`src/rtl/water_heater_controller.sv`:
```
// Wash-water heater controller: latches a target temperature on start, heats until the
// sensor settles at or above it, then holds with hysteresis. A heating timeout is a sticky fault.
module water_heater_controller #(
    parameter int TEMP_W         = 6,
    parameter int HYST           = 2,
    parameter int SETTLE_SAMPLES = 4,
    parameter int TIMEOUT_CYCLES = 3000
) (
    input  logic              clk,
    input  logic              reset,
    input  logic              start,
    input  logic              abort,
    input  logic [TEMP_W-1:0] selected_temperature,
    input  logic [TEMP_W-1:0] water_temp,
    input  logic              temp_valid,
    output logic              heater_on,
    output logic              temp_reached,
    output logic              heat_fault,
    output logic              busy
);

    localparam int TIMER_W  = $clog2(TIMEOUT_CYCLES + 1);
    localparam int SETTLE_W = $clog2(SETTLE_SAMPLES + 1);

    localparam logic [TEMP_W:0]     HYST_EXT    = (TEMP_W + 1)'(HYST);
    localparam logic [TIMER_W-1:0]  TIMER_LIMIT = TIMER_W'(TIMEOUT_CYCLES);
    localparam logic [SETTLE_W-1:0] SETTLE_DONE = SETTLE_W'(SETTLE_SAMPLES);

    typedef enum logic [1:0] {IDLE, HEAT, HOLD, FAULT} state_t;

    state_t              state;
    logic [TEMP_W-1:0]   target_q;
    logic [SETTLE_W-1:0] settle_cnt;
    logic [TIMER_W-1:0]  timer;

    logic                at_target;
    logic                below_band;
    logic [SETTLE_W-1:0] settle_next;
    logic [TIMER_W-1:0]  timer_next;

    // NOTE: every always_comb output gets a default first so no path can infer a latch.
    always_comb begin
        at_target   = 1'b0;
        below_band  = 1'b0;
        settle_next = settle_cnt;
        timer_next  = timer;

        at_target = (water_temp >= target_q);
        // One extra bit keeps water_temp + HYST from wrapping near the top of the range.
        below_band = (({1'b0, water_temp} + HYST_EXT) < {1'b0, target_q});

        if (temp_valid) begin
            settle_next = at_target ? settle_cnt + 1'b1 : '0;
        end

        if (timer != TIMER_LIMIT) begin
            timer_next = timer + 1'b1;
        end
    end

    // NOTE: sequential state uses non-blocking assignments only, so every register
    // sees the pre-edge values of the others regardless of statement order.
    always_ff @(posedge clk) begin
        if (reset || abort) begin
            state        <= IDLE;
            target_q     <= '0;
            settle_cnt   <= '0;
            timer        <= '0;
            heater_on    <= 1'b0;
            temp_reached <= 1'b0;
            heat_fault   <= 1'b0;
            busy         <= 1'b0;
        end else begin
            case (state)
                IDLE: begin
                    if (start) begin
                        target_q   <= selected_temperature;
                        settle_cnt <= '0;
                        timer      <= '0;
                        busy       <= 1'b1;
                        if (selected_temperature == '0) begin
                            state        <= HOLD;
                            temp_reached <= 1'b1;
                            heater_on    <= 1'b0;
                        end else begin
                            state     <= HEAT;
                            heater_on <= 1'b1;
                        end
                    end
                end

                HEAT: begin
                    timer      <= timer_next;
                    settle_cnt <= settle_next;
                    // Settling is checked first so it wins over a coincident timeout.
                    if (settle_next == SETTLE_DONE) begin
                        state        <= HOLD;
                        heater_on    <= 1'b0;
                        temp_reached <= 1'b1;
                    end else if (timer_next == TIMER_LIMIT) begin
                        state      <= FAULT;
                        heater_on  <= 1'b0;
                        heat_fault <= 1'b1;
                    end
                end

                HOLD: begin
                    if (temp_valid) begin
                        if (below_band) begin
                            heater_on <= 1'b1;
                        end else if (at_target) begin
                            heater_on <= 1'b0;
                        end
                    end
                end

                FAULT: begin
                    heater_on <= 1'b0;
                end

                default: begin
                    state <= IDLE;
                end
            endcase
        end
    end

endmodule

```
`config.mk`:
```
export PLATFORM = sky130hd
export DESIGN_NAME = water_heater_controller
export DESIGN_NICKNAME = d
export VERILOG_FILES = /design/src/rtl/water_heater_controller.sv
export SDC_FILE = /design/constraint.sdc
export NUM_CORES = 1
export LEC_CHECK = 0
export CORE_ASPECT_RATIO = 1.4
export CORE_UTILIZATION = 50
export DETAILED_ROUTE_END_ITERATION = 7
export PLACE_DENSITY = 0.84
export SYNTH_ARGS = -nofsm -noshare
export SYNTH_HDL_FRONTEND = slang
export SYNTH_SLANG_ARGS = --single-unit
```
`constraint.sdc`:
```
create_clock -name clk -period 2.7 [get_ports clk]
set_clock_uncertainty 0.15 [all_clocks]
set_input_delay 0.54 -clock clk [delete_from_list [all_inputs] [get_ports clk]]
set_output_delay 0.54 -clock clk [all_outputs]
set_load 0.1 [all_outputs]
```
==> impl_metrics.yaml <==
run_status:
  status: "finished, final reports clean"
setup_path:
  timing.rr.end: "heater_on$_SDFFE_PP0P_"
  rr_worst_depth: 9
  critPathCapture: "state[1]$_SDFFE_PP0P_"
  cp.arrival_ns: 2.47
  rr_startpoint: "timer[0]$_SDFFE_PP0P_"
  crit_path_end_kind: "flop"
  critPathLaunchType: "primary input"
  worstPathRequired_ns: 2.71
  crit_fanout: 4
  r2r_setup_slack_ns: 0.32
  crit_type: "in -> reg"
  crit_start: "water_temp[4]"
cts:
  cts_buffer_depth: 2
  cts-root-buf: "clkbuf_8"
  cts_buffers: 3
  clkLatencyLatePin_ns: 0.28
  cts_sinks: 27
  clk_pin_slew_ns: 0.10
  cts_hold_buffers: 0
  htree_num_levels: 1
  cts_tree: "built"
timing:
  rsz0062_at_grt: "no"
  setup_ws_ns: 0.242
  maxSlewHeadroom_pct: 64.1
  fin_crit_sh_pct: 91.0
  period_needed_ns: 2.46
  timing_max_transition_violations_final: 0
  hold_slack_ns: 0.340
  fmax_mhz: 407
  finalHoldViolations: 0
  worst_pin_slew_ns: 0.538
  finalSetupViolCount: 0
synth:
  yosys.area_share.adder_pct: 10.5
  yosysSeqAreaShare_pct: 30.4
  synth_top_flop_cell: "dfxtp_1"
  synth_xor_area_share_pct: 3.45
  ys_ff_latch: 27
  syn_area_per_cell_um2: 7.91
  ys_warn_count: 0
  yosysTopAreaCellShare_pct: 30.4
  synth_compound_gate_area_share_pct: 23.1
  synth_top_family_by_area: "simple AND/OR/NAND/NOR gates"
  netlist_top_cells_count: "40 x nor2_1, 27 x dfxtp_1, 20 x a21oi_1"
  async_flop_share_pct: 0
  synth_edf_count: 0
  syn-num-nets: 257
  synth_simple_gate_area_share_pct: 25.5
  synth.largest_area_cell: "dfxtp_1"
  synth.most_common_cell: "nor2_1"
  synth_mux_area_share_pct: 1.13
  synth_area_um2: 1780
  syn_inst: 225
  synthTopCellsByArea: "dfxtp_1 30%, ha_1 11%, nor2_1 8.4%"
  ys_types: 49
grt:
  grt_max_degree: 27
  grt_pass1_vias: 1666
  antenna_found_initial: 0
  grt_use_total_pct: 23.8
  grt_pass1_wl_um: 6910
  overflow: 0
place:
  portBuffers: 20
  gp_congestion: 0.845
  dp_slack_ns: -0.233
  dp.cells: 284
  hpwl_um: 3050
pwr:
  p_total_mw: 0.822
  p_per_area_nw_per_um2: 395
  ir_worst_vdd_uv: 347
  power_leakage_nw: 0.785
final_layout:
  final_util_pct: 61.6
  diodes: 0
  drive_above_1_share_pct: 10.1
  layout.cells.non_filler: 288
  area_growth_pct: 17.0
  nNetsFinal: 281
floorplan:
  core_um2: 3380
  die_h_um: 72.6
  num_rows: 25
  dieArea_um2: 3800
  start_util_pct: 52.7
  ios: 21
  die_x_um: 52.4
routing:
  post-route-drc-count: 0
  dr.pass1.iters: 5
  vias: 1758
  drt_iter0_markers: 60
  wl_per_cell_um: 14.5
  finalWirelength_um: 4180
  vias_per_cell: 6.10
  antenna_left: 0
run:
  cap_violations: 0
worst_hold_path:
  holdCritPathClass: "reg -> reg"
critical path, stage by stage:
cell and delay [ns]:
clkdlybuf4s50_1 0.46, ha_1 0.33, a21o_1 0.18, a221oi_1 0.28, buf_4 0.17, o21ai_1 0.09, a31oi_1 0.23, o21a_1 0.16
nor2_1 0.03
cells by family (layout without fill, tap and decap cells):
| kind of cell | after synthesis | in the layout |
|---|---|---|
| simple gates | 87 | 87 |
| compound gates | 64 | 64 |
| flops | 27 | 27 |
| buf+inv | 23 | 46 |
| fa+ha+maj | 15 | 15 |
| xor+xnor | 7 | 7 |
| mux | 2 | 2 |
layout make-up:
class	count	area, µm²
Clock buffer	3	41.3
Multi-Input combinational cell	175	1130
Timing Repair Buffer	28	255
Inverter	14	52.6
Tap cell	40	50.0
Sequential cell	27	541
Clock inverter	1	7.51
Fill cell	297	1300
metal layers:
layer	vias to the layer above	GRT usage [%]	routed length [µm]
met5	-	0	0
met4	0	13.7	132
met3	13	2.50	145
met2	55	44.4	2250
met1	835	24.6	1650
li1	855	-	-
where the power goes:
group	internal [mW]	switching, mW	leakage (nW)	total, mW
registers	0.405	0.00536	0.219	0.410
clock network	0.105	0.137	0.0217	0.242
logic	0.0735	0.0956	0.545	0.169
through the flow:
| step | cell area (µm²) | TNS (ns) |
|---|---|---|
| finish | 2080 | 0 |
| global route | 2080 | 0 |
| CTS | 2070 | 0 |
| detailed placement | 2030 | -0.669 |
| floorplan | 1780 | 0 |
| global placement | 2030 | -0.262 |
flip-flops by register name, indices dropped and copies added (netlist names):
name,flops
temp_reached,1
heat_fault,1
settle_cnt,3
heater_on,1
target_q,6
timer,12
busy,1
state,2
worst min path at each step:
stage                                       start                       to  slack (ns)  cells after the start
final                           busy$_SDFFE_PP0P_        busy$_SDFFE_PP0P_        0.34                      2
after global routing       heater_on$_SDFFE_PP0P_   heater_on$_SDFFE_PP0P_        0.35                      2
after CTS                       busy$_SDFFE_PP0P_        busy$_SDFFE_PP0P_        0.34                      2
after detailed placement        busy$_SDFFE_PP0P_        busy$_SDFFE_PP0P_        0.32                      2
after global placement    heat_fault$_SDFFE_PP0P_  heat_fault$_SDFFE_PP0P_        0.30                      1
after floorplan            timer[11]$_SDFFE_PP0P_   timer[11]$_SDFFE_PP0P_        0.30                      1
layout by cell type, fill, tap and decap left out, types with 5 or more instances in the layout:
cell type	Yosys	layout
clkdlybuf4s50_1	0	14
nand3_1	8	8
nor2_1	40	40
buf_4	1	12
ha_1	15	14
xnor2_1	5	5
o21ai_1	3	5
o21ai_0	13	11
nand2_1	10	10
a311oi_1	5	5
inv_1	14	14
dfxtp_1	27	27
a21oi_1	20	20
repair_timing:
| action | CTS | global route |
|---|---|---|
| endpoints found under the setup margin | 0 | 1 |
| gates resized for setup | 0 | 5 |
| buffers inserted | 0 | 0 |
Power figures use the tool's default switching activity.
